**src/rtl/projectile_pool_if.sv**
```systemverilog
// Spawn handshake, kill mask, control strobes and pool status bundle for projectile_pool.
// The master drives the i_* requests and the slave (the pool) drives the o_* status.
interface projectile_pool_if #(
    parameter int N_SLOTS = 8,
    parameter int X_W     = 10,
    parameter int Y_W     = 9
);
    localparam int F_W = $clog2(N_SLOTS + 1);

    logic                         i_Enable;
    logic                         i_Clear;
    logic                         i_Tick;
    logic                         i_SpawnReq;
    logic [X_W-1:0]               i_SpawnX;
    logic [Y_W-1:0]               i_SpawnY;
    logic                         o_SpawnAck;
    logic [N_SLOTS-1:0]           i_KillMask;
    logic [N_SLOTS-1:0]           o_Active;
    logic [N_SLOTS*(X_W+Y_W)-1:0] o_PosFlat;
    logic [F_W-1:0]               o_FreeCnt;
    logic                         o_Full;
    logic                         o_Busy;

    modport master (
        output i_Enable, i_Clear, i_Tick, i_SpawnReq, i_SpawnX, i_SpawnY, i_KillMask,
        input  o_SpawnAck, o_Active, o_PosFlat, o_FreeCnt, o_Full, o_Busy
    );

    modport slave (
        input  i_Enable, i_Clear, i_Tick, i_SpawnReq, i_SpawnX, i_SpawnY, i_KillMask,
        output o_SpawnAck, o_Active, o_PosFlat, o_FreeCnt, o_Full, o_Busy
    );
endinterface

```
**src/rtl/projectile_pool.sv**
```systemverilog
// Projectile slot pool: spawn into lowest free slot, move on frame tick, retire on bound or kill.
// All state updates appear one clock after the edge; o_SpawnAck is combinational and low while full or cooling down.
module projectile_pool #(
    parameter int N_SLOTS  = 8,
    parameter int X_W      = 10,
    parameter int Y_W      = 9,
    parameter int STEP     = 4,
    parameter int Y_MAX    = 479,
    parameter int DIR_UP   = 1,
    parameter int COOLDOWN = 8
) (
    input logic              i_Clk,
    input logic              i_Rst,
    projectile_pool_if.slave bus
);
    localparam int P_W = X_W + Y_W;
    localparam int C_W = (COOLDOWN < 1) ? 1 : $clog2(COOLDOWN + 1);
    localparam int F_W = $clog2(N_SLOTS + 1);

    localparam logic [Y_W:0]   STEP_E  = (Y_W + 1)'(STEP);
    localparam logic [Y_W:0]   YMAX_E  = (Y_W + 1)'(Y_MAX);
    localparam logic [C_W-1:0] COOL_LD = C_W'(COOLDOWN);

    typedef enum logic [1:0] {IDLE, RUN, FLUSH} state_t;

    typedef struct packed {
        logic [X_W-1:0] x;
        logic [Y_W-1:0] y;
    } pos_t;

    state_t             state_q;
    logic               busy_q;
    logic [N_SLOTS-1:0] active_q, active_d;
    pos_t               pos_q [N_SLOTS];
    pos_t               pos_d [N_SLOTS];
    logic [C_W-1:0]     cool_q, cool_d;

    logic [F_W-1:0]     free_cnt;
    logic               full;
    logic               run;
    logic               wipe;
    logic               move;
    logic               spawn_ack;
    logic               found;
    logic [N_SLOTS-1:0] spawn_oh;
    logic [Y_W:0]       y_ext;
    logic [Y_W:0]       y_nx;
    logic               retire;

    always_comb begin
        free_cnt = '0;
        for (int k = 0; k < N_SLOTS; k++) begin
            free_cnt = free_cnt + F_W'(!active_q[k]);
        end
    end

    assign full      = (free_cnt == '0);
    assign run       = (state_q == RUN);
    assign wipe      = bus.i_Clear | (state_q == FLUSH);
    assign move      = run & bus.i_Tick;
    assign spawn_ack = bus.i_SpawnReq & run & ~full & (cool_q == '0) & ~bus.i_Clear;

    // Slot choice uses registered occupancy, so a slot freed this cycle waits a cycle.
    always_comb begin
        spawn_oh = '0;
        found    = 1'b0;
        for (int k = 0; k < N_SLOTS; k++) begin
            if (!active_q[k] && !found) begin
                spawn_oh[k] = spawn_ack;
                found       = 1'b1;
            end
        end
    end

    always_comb begin
        active_d = active_q;
        y_ext    = '0;
        y_nx     = '0;
        retire   = 1'b0;
        for (int k = 0; k < N_SLOTS; k++) begin
            pos_d[k] = pos_q[k];
        end
        for (int k = 0; k < N_SLOTS; k++) begin
            y_ext  = {1'b0, pos_q[k].y};
            y_nx   = (DIR_UP != 0) ? (y_ext - STEP_E) : (y_ext + STEP_E);
            retire = (DIR_UP != 0) ? (y_ext < STEP_E) : (y_nx > YMAX_E);
            if (wipe) begin
                active_d[k] = 1'b0;
                pos_d[k]    = '0;
            end else if (spawn_oh[k]) begin
                active_d[k] = 1'b1;
                pos_d[k]    = {bus.i_SpawnX, bus.i_SpawnY};
            end else if (active_q[k]) begin
                // Kill outranks movement; a retired slot keeps its stale position.
                if (bus.i_KillMask[k]) begin
                    active_d[k] = 1'b0;
                end else if (move) begin
                    if (retire) begin
                        active_d[k] = 1'b0;
                    end else begin
                        pos_d[k].y = y_nx[Y_W-1:0];
                    end
                end
            end
        end
    end

    always_comb begin
        cool_d = cool_q;
        if (wipe) begin
            cool_d = '0;
        end else if (spawn_ack) begin
            cool_d = COOL_LD;
        end else if (move && (cool_q != '0)) begin
            cool_d = cool_q - C_W'(1);
        end
    end

    always_ff @(posedge i_Clk or posedge i_Rst) begin
        if (i_Rst) begin
            active_q <= '0;
            cool_q   <= '0;
            for (int k = 0; k < N_SLOTS; k++) begin
                pos_q[k] <= '0;
            end
        end else begin
            active_q <= active_d;
            cool_q   <= cool_d;
            for (int k = 0; k < N_SLOTS; k++) begin
                pos_q[k] <= pos_d[k];
            end
        end
    end

    // Clear outranks enable from every state; FLUSH lasts exactly one cycle unless clear is held.
    always_ff @(posedge i_Clk or posedge i_Rst) begin
        if (i_Rst) begin
            state_q <= IDLE;
            busy_q  <= 1'b0;
        end else begin
            case (state_q)
                IDLE, RUN, FLUSH: begin
                    if (bus.i_Clear) begin
                        state_q <= FLUSH;
                        busy_q  <= 1'b1;
                    end else if (bus.i_Enable) begin
                        state_q <= RUN;
                        busy_q  <= 1'b1;
                    end else begin
                        state_q <= IDLE;
                        busy_q  <= 1'b0;
                    end
                end
                default: begin
                    state_q <= IDLE;
                    busy_q  <= 1'b0;
                end
            endcase
        end
    end

    for (genvar g = 0; g < N_SLOTS; g++) begin : g_pos
        assign bus.o_PosFlat[g*P_W +: P_W] = pos_q[g];
    end

    assign bus.o_Active   = active_q;
    assign bus.o_FreeCnt  = free_cnt;
    assign bus.o_Full     = full;
    assign bus.o_Busy     = busy_q;
    assign bus.o_SpawnAck = spawn_ack;
endmodule

```
**src/flat_wrapper.sv**
```systemverilog
// flat-port wrapper written by rule: the top's interface ports become plain ports
module projectile_pool_flat 
#(
    parameter int N_SLOTS  = 8,
    parameter int X_W      = 10,
    parameter int Y_W      = 9,
    parameter int STEP     = 4,
    parameter int Y_MAX    = 479,
    parameter int DIR_UP   = 1,
    parameter int COOLDOWN = 8
)
  (i_Clk, i_Rst, bus_i_Enable, bus_i_Clear, bus_i_Tick, bus_i_SpawnReq, bus_i_SpawnX, bus_i_SpawnY, bus_i_KillMask, bus_o_SpawnAck, bus_o_Active, bus_o_PosFlat, bus_o_FreeCnt, bus_o_Full, bus_o_Busy);
  projectile_pool_if #(.N_SLOTS(N_SLOTS), .X_W(X_W), .Y_W(Y_W)) bus_i ();
  input logic i_Clk;
  input logic i_Rst;
  input wire logic [$bits(bus_i.i_Enable)-1:0] bus_i_Enable;
  input wire logic [$bits(bus_i.i_Clear)-1:0] bus_i_Clear;
  input wire logic [$bits(bus_i.i_Tick)-1:0] bus_i_Tick;
  input wire logic [$bits(bus_i.i_SpawnReq)-1:0] bus_i_SpawnReq;
  input wire logic [$bits(bus_i.i_SpawnX)-1:0] bus_i_SpawnX;
  input wire logic [$bits(bus_i.i_SpawnY)-1:0] bus_i_SpawnY;
  input wire logic [$bits(bus_i.i_KillMask)-1:0] bus_i_KillMask;
  output wire logic [$bits(bus_i.o_SpawnAck)-1:0] bus_o_SpawnAck;
  output wire logic [$bits(bus_i.o_Active)-1:0] bus_o_Active;
  output wire logic [$bits(bus_i.o_PosFlat)-1:0] bus_o_PosFlat;
  output wire logic [$bits(bus_i.o_FreeCnt)-1:0] bus_o_FreeCnt;
  output wire logic [$bits(bus_i.o_Full)-1:0] bus_o_Full;
  output wire logic [$bits(bus_i.o_Busy)-1:0] bus_o_Busy;
  assign bus_i.i_Enable = bus_i_Enable;
  assign bus_i.i_Clear = bus_i_Clear;
  assign bus_i.i_Tick = bus_i_Tick;
  assign bus_i.i_SpawnReq = bus_i_SpawnReq;
  assign bus_i.i_SpawnX = bus_i_SpawnX;
  assign bus_i.i_SpawnY = bus_i_SpawnY;
  assign bus_i.i_KillMask = bus_i_KillMask;
  assign bus_o_SpawnAck = bus_i.o_SpawnAck;
  assign bus_o_Active = bus_i.o_Active;
  assign bus_o_PosFlat = bus_i.o_PosFlat;
  assign bus_o_FreeCnt = bus_i.o_FreeCnt;
  assign bus_o_Full = bus_i.o_Full;
  assign bus_o_Busy = bus_i.o_Busy;
  projectile_pool #(.N_SLOTS(N_SLOTS), .X_W(X_W), .Y_W(Y_W), .STEP(STEP), .Y_MAX(Y_MAX), .DIR_UP(DIR_UP), .COOLDOWN(COOLDOWN)) u_core (.i_Clk(i_Clk), .i_Rst(i_Rst), .bus(bus_i));
endmodule
```
**config.mk**
```make
export PLATFORM = sky130hd
export DESIGN_NAME = projectile_pool_flat
export DESIGN_NICKNAME = d
export VERILOG_FILES = /design/src/rtl/projectile_pool_if.sv /design/src/rtl/projectile_pool.sv /design/src/flat_wrapper.sv
export SDC_FILE = /design/constraint.sdc
export NUM_CORES = 1
export LEC_CHECK = 0
export BUFFER_PORTS_ARGS = -buffer_cell sky130_fd_sc_hd__buf_2
export CAP_MARGIN = 0
export CORE_ASPECT_RATIO = 0.8
export CORE_MARGIN = 10
export CORE_UTILIZATION = 50
export CTS_BUF_LIST = sky130_fd_sc_hd__clkbuf_8
export CTS_CLUSTER_SIZE = 10
export DETAILED_ROUTE_END_ITERATION = 10
export PLACE_DENSITY = 0.84
export SLEW_MARGIN = 0
export SYNTH_ARGS = -nofsm -noshare
export SYNTH_HDL_FRONTEND = slang
export SYNTH_SLANG_ARGS = --single-unit
```
**constraint.sdc**
```tcl
create_clock -name i_Clk -period 8.86 [get_ports i_Clk]
set_input_delay 1.329 -clock i_Clk [delete_from_list [all_inputs] [get_ports i_Clk]]
set_output_delay 1.329 -clock i_Clk [all_outputs]
set_load 0.1 [all_outputs]
```
After elaboration in Yosys (flattened, before gate mapping)
Index checks and enable logic that the tools add are counted.

word-level totals
  register bits after elaboration = 167
  logic and storage cells = 258
  output and inout port bits = 167
  input port bits = 33

operators by class
  reductions and logical operators = 60
  $add $sub $neg = 16
  eq/ne operators = 18
  order comparisons = 8
  multiplexer cells = 128
  bitwise gates (word level) = 8

operators with widths
  operator                                             count
  two-way mux 9 bit                                    40
  two-way mux 19 bit                                   8
  two-way mux 10 bit                                   8
  < comparator 9 x 3 -> 1 bit, second input constant   8
  subtractor 9 x 3 -> 9 bit, second input constant     8
  two-way mux 1 bit                                    67
  nonzero test 3 bit                                   17
  != test 3 x 1 -> 1 bit, second input constant        16
  AND reduction 4 bit                                  8
  adder 4 x 1 -> 4 bit                                 6
  nonzero test 2 bit                                   8
  zero test 1 bit                                      14
  two-way mux 4 bit                                    3
  logical AND 1 bit                                    8
  zero test 4 bit                                      2
  bitwise AND 1 bit                                    5
  two-way mux 2 bit                                    2
  nonzero test 4 bit                                   1
  subtractor 4 x 1 -> 4 bit, second input constant     1
  OR reduction 3 bit                                   1
  adder 1 x 1 -> 2 bit                                 1
  equality test 2 x 1 -> 1 bit, second input constant  1
  equality test 2 bit, second input constant           1
  zero test 2 bit                                      1
  other kinds (2)                                      3

Depth between registers and ports, before layout
  depth in word-level cells = 23
  depth in mapped cells = 15
  mapped depth without buffers = 13

Worst setup path before layout
OpenSTA, ideal clock, no wires.

  path type = register -> output
  start = reg u_core.active_q[0] (netlist: u_core.bus.o_Active[0])
  end = out bus_o_Full
  data required time = 7.531 ns
  path slack = 2.619 ns
  path buffers = 0
  stages on the path, launching flop included = 11
  arrival time = 4.912 ns
  cell sequence = dfrtp_1 > inv_1 > ha_1 > fa_1 > fa_1 > inv_1 > fa_1 > fa_1 > xor2_1 > nand3_2 > nor2_1

on the way
  longest elaborated chain between the ends = 9

ends and longest elaborated chain
  what                               line                    RTL
  from (decl)                        projectile_pool.sv:33   logic [N_SLOTS-1:0] active_q, active_d;
  from (signal assigned)             projectile_pool.sv:127  active_q <= active_d;
  zero test 1 bit                    -
  adder 1 x 1 -> 2 bit               projectile_pool.sv:53   free_cnt = free_cnt + F_W'(!active_q[k]);
  adder 4 x 1 -> 4 bit (6 in a row)  projectile_pool.sv:53
  zero test 4 bit                    projectile_pool.sv:57   assign full = (free_cnt == '0);
  to (decl)                          flat_wrapper.sv:27      output wire logic [$bits(bus_i.o_Full)-1:0] bus_o_Full;

Every way passes these cells.

Final worst setup path
  start = reg u_core.active_q[0] (netlist: u_core.bus.o_Active[0])
  end = out bus_o_SpawnAck

on the way
  longest elaborated chain between the ends = 13

ends and longest elaborated chain
  what                               line                   RTL
  zero test 1 bit                    -
  adder 1 x 1 -> 2 bit               projectile_pool.sv:53
  adder 4 x 1 -> 4 bit (6 in a row)  projectile_pool.sv:53
  zero test 4 bit                    projectile_pool.sv:57
  inverter 1 bit                     projectile_pool.sv:61  assign spawn_ack = bus.i_SpawnReq & run & ~full & (cool_q == '0) & ~bus.i_Clear;
  bitwise AND 1 bit (3 in a row)     projectile_pool.sv:61
  to (decl)                          flat_wrapper.sv:23     output wire logic [$bits(bus_i.o_SpawnAck)-1:0] bus_o_SpawnAck;

Every way passes these cells.

==> qor.log <==
INFO  status         run_status=finished, final reports clean
INFO  global_route   vias_in_the_first_global_route=7254
INFO  min_path       hold_path.class=flip-flop to flip-flop
INFO  timing         final-setup-viol-count=0
INFO  setup_path     setup.worst_path.start_class=flip-flop
INFO  route          drtPass1Iterations=6
INFO  floorplan      die-area=22800squm
INFO  timing         final_max_slew_viol_count=0
INFO  timing         finalClockSkew=0.0153ns
INFO  setup_path     setup.worst_path.class=flip-flop to output port
INFO  logic_synthesis yosysSeqAreaShare=48.9%
INFO  timing         timing_worst_slew_pin_value=1.20ns
INFO  min_path       worst_hold_path.num_cells=2
INFO  logic_synthesis synth_mux_area_share=3.28%
INFO  clocking       worstSkewPairLatency=0.47ns
INFO  logic_synthesis count_of_flip_flops_with_a_built_in_enable_after_synthesis=0
INFO  place          gpl.final_weighted_congestion=0.882
INFO  logic_synthesis synth_cell_types=60
INFO  floorplan      core-area=16700squm
INFO  global_route   antenna_violations_before_repair=0
INFO  timing         fin_setup_tns=0ns
INFO  cells_and_area final_common_cell=sky130_fd_sc_hd__buf_2
INFO  floorplan      die_w=166um
INFO  logic_synthesis synth_area_leaders=sky130_fd_sc_hd__dfrtp_1 49%, sky130_fd_sc_hd__a21oi_1 7.9%, sky130_fd_sc_hd__nand2_1 7.9%
INFO  floorplan      initial_core_utilization=51.4%
INFO  route          via_count=7638
INFO  logic_synthesis syn-cell-area=8550squm
INFO  timing         finalCriticalPeriod=5.83ns
INFO  global_route   grt.busiest_layer=met2
INFO  global_route   global_route.usage.met3=6.91%
INFO  setup_path     critical_path.endpoint_type=output port
INFO  clocking       number_of_buffers_inserted_for_hold_repair_after_clock_tree_synthesis=0
INFO  clocking       root_buffer=sky130_fd_sc_hd__clkbuf_8
INFO  logic_synthesis post_synth.cell_area_avg=9.35squm
INFO  global_route   grt_start_max_net_pins=97
INFO  timing         timing.final.hold_violations=0
INFO  logic_synthesis synthSimpleGateAreaFrac=17.9%
INFO  route          route.final.wire_length=26.1mm
INFO  clocking       tritoncts.num_buffers=17
INFO  route          viasPerCell=5.81
INFO  cells_and_area final_cell_mix=199 x sky130_fd_sc_hd__buf_2, 180 x sky130_fd_sc_hd__nand2_1, 167 x sky130_fd_sc_hd__dfrtp_1
INFO  route          wl_per_cell=19.9um
INFO  clocking       clock-sinks=167
INFO  setup_path     r2r_cells=12
INFO  route          drt.antenna.violating_nets=0
INFO  floorplan      ios=200
INFO  logic_synthesis synth_seq_cells=167
INFO  logic_synthesis synth_fa_ha_area_share=2.98%
INFO  clocking       cts_post_setup_buffers_inserted=0
INFO  timing         timing.slew.headroom=19.8%
INFO  global_route   globalRouteMet2Util=32.9%
INFO  run            max-cap-violations=0
INFO  clocking       clk_transition_reported_paths=0.10ns
INFO  floorplan      rows=42
INFO  global_route   wire_length_of_the_first_global_routing_pass=40.9mm
INFO  cells_and_area layout-drive-gt1-share=25.0%
INFO  logic_synthesis synth-compound-area-share=18.4%
INFO  global_route   met1_usage=31.2%
INFO  cells_and_area areaGrowthSynthToFinish=16.9%
INFO  setup_path     worst_ep_arrival_time=4.50ns
INFO  logic_synthesis dominant_combinational_cell_family_by_area_after_synthesis=compound AO/OA/AOI/OAI gates
INFO  power          powerDensity=145nW/um^2
INFO  floorplan      floorplan.die.height=137um
INFO  logic_synthesis ys_dominant_reg_cell=sky130_fd_sc_hd__dfrtp_1
INFO  global_route   grt_overflow_total=0
INFO  cells_and_area antenna_cells_inserted=0
INFO  power          cellLeakagePower=0.00473uW
INFO  clocking       cts_buffer_depth=2
INFO  clocking       post_cts.resized_instances=0
INFO  logic_synthesis synth_fp_nets=966
INFO  timing         rsz0062_at_grt=no
INFO  global_route   combined_global_route_utilization_of_all_metal_layers=22.3%
INFO  place          port_buffers=199
INFO  power          vdd_ir_drop_max=0.108mV
INFO  logic_synthesis synthCells=915
INFO  logic_synthesis asyncSetResetFlopFracSynth=100%
INFO  logic_synthesis post_synth_xor_area_fraction=3.07%
INFO  timing         timing.fmax=172MHz
INFO  clocking       tritoncts_clock_tree=built
INFO  setup_path     path_max_fanout=9
INFO  logic_synthesis yosys.area.top_type_share=48.9%
INFO  setup_path     crit_required=7.53ns
INFO  timing         min_period_over_period=65.8%
INFO  cells_and_area utilization=60.0%
INFO  logic_synthesis synth_top_cell_by_area=sky130_fd_sc_hd__dfrtp_1
INFO  logic_synthesis yosys_warnings=0
INFO  route          drt_iter0_drc=734
INFO  clocking       ctsHtreeMaxLevel=4
INFO  route          drc_errors=0
INFO  place          hpwl=18.5mm
INFO  cells_and_area net_count_of_the_finished_layout=1132
[registers in the layout (all words and copies together), names as in the netlist]
register / flops
u_core.bus.o_Active: 8
u_core.bus.o_Busy: 1
u_core.bus.o_PosFlat: 152
u_core.cool_q: 4
u_core.state_q: 2
[logic make-up (layout without fill, tap and decap cells)]
group | count (synthesis) | after routing
buf+inv | 98 | 277
fa+ha+maj | 18 | 18
compound gates | 241 | 241
mux | 28 | 28
xor+xnor | 30 | 30
simple gates | 333 | 333
flops | 167 | 167
[critical path, stage by stage, from the launching register on]
cell	delay [ns]
sky130_fd_sc_hd__dfrtp_1	0.50
sky130_fd_sc_hd__inv_1	0.13
sky130_fd_sc_hd__ha_1	0.33
sky130_fd_sc_hd__fa_1	0.45
sky130_fd_sc_hd__fa_1	0.49
sky130_fd_sc_hd__inv_1	0.05
sky130_fd_sc_hd__fa_1	0.40
sky130_fd_sc_hd__fa_1	0.40
sky130_fd_sc_hd__xor2_1	0.25
sky130_fd_sc_hd__nand3_2	0.24
sky130_fd_sc_hd__o21ai_0	0.34
sky130_fd_sc_hd__inv_1	0.12
sky130_fd_sc_hd__buf_2	0.31
[final cells by class]
class | instances | area (sq um)
Clock buffer | 17 | 234
Clock inverter | 15 | 193
Fill cell | 1436 | 6660
Inverter | 38 | 148
Multi-Input combinational cell | 650 | 3910
Sequential cell | 167 | 4180
Tap cell | 220 | 275
Timing Repair Buffer | 207 | 1060
[cell usage after synthesis (5+ instances only)]
cell type	instances
sky130_fd_sc_hd__nand2_1	180
sky130_fd_sc_hd__dfrtp_1	167
sky130_fd_sc_hd__a21oi_1	135
sky130_fd_sc_hd__nor2_1	53
sky130_fd_sc_hd__inv_1	37
sky130_fd_sc_hd__o21ai_0	33
sky130_fd_sc_hd__clkbuf_1	31
sky130_fd_sc_hd__mux2i_1	28
sky130_fd_sc_hd__nor3_1	19
sky130_fd_sc_hd__o21ai_1	18
sky130_fd_sc_hd__nand3_1	17
sky130_fd_sc_hd__xor2_1	17
sky130_fd_sc_hd__ha_1	14
sky130_fd_sc_hd__xnor2_1	13
sky130_fd_sc_hd__buf_2	12
sky130_fd_sc_hd__buf_4	10
sky130_fd_sc_hd__nand4_1	10
sky130_fd_sc_hd__nor2b_1	9
sky130_fd_sc_hd__a2111oi_4	7
sky130_fd_sc_hd__buf_6	7
sky130_fd_sc_hd__nor3b_1	7
sky130_fd_sc_hd__nor4_1	7
sky130_fd_sc_hd__o2111ai_1	7
sky130_fd_sc_hd__a211oi_1	6
sky130_fd_sc_hd__a21oi_2	6
sky130_fd_sc_hd__nand4b_1	5
[per-stage QoR]
stage                     cell area, sq um  hold WS, ns  instances  setup WS [ns]  power [uW]
after floorplan                       8550        0.495        915           2.62         840
after global placement                9570        0.499       1282           3.78         874
after detailed placement              9570        0.508       1282           3.58         874
after CTS                            10000        0.521       1314           3.05        1460
after global routing                 10000        0.547       1314           2.88        1510
final                                10000        0.521       1314           3.03        1450
[final timing paths]
kind / end / slack, ns / start
setup / recovery: bus_o_SpawnAck / 3.03 / u_core.bus.o_Active[0]$_DFF_PP0_
hold / removal: u_core.bus.o_PosFlat[115]$_DFFE_PP0P_ / 0.52 / u_core.bus.o_PosFlat[115]$_DFFE_PP0P_
setup reg to reg: u_core.bus.o_PosFlat[142]$_DFFE_PP0P_ / 3.89 / u_core.bus.o_Active[0]$_DFF_PP0_
hold reg to reg: u_core.bus.o_PosFlat[115]$_DFFE_PP0P_ / 0.52 / u_core.bus.o_PosFlat[115]$_DFFE_PP0P_
max in group asynchronous: u_core.bus.o_PosFlat[29]$_DFFE_PP0N_ / 6.14 / i_Rst
min in group asynchronous: u_core.bus.o_PosFlat[48]$_DFFE_PP0P_ / 0.90 / i_Rst
[layer usage]
layer	share of wire, %	up-vias
met3	9.4	30
met2	45	397
met5	0	-
li1	-	3499
met1	44	3712
met4	1.2	0
[where the power goes]
group / switching [uW] / internal (uW)
sequential: 2.34 / 763
combinational: 77.3 / 16.7
clock: 304 / 286
Note: power is estimated with default switching activity, not from simulation.
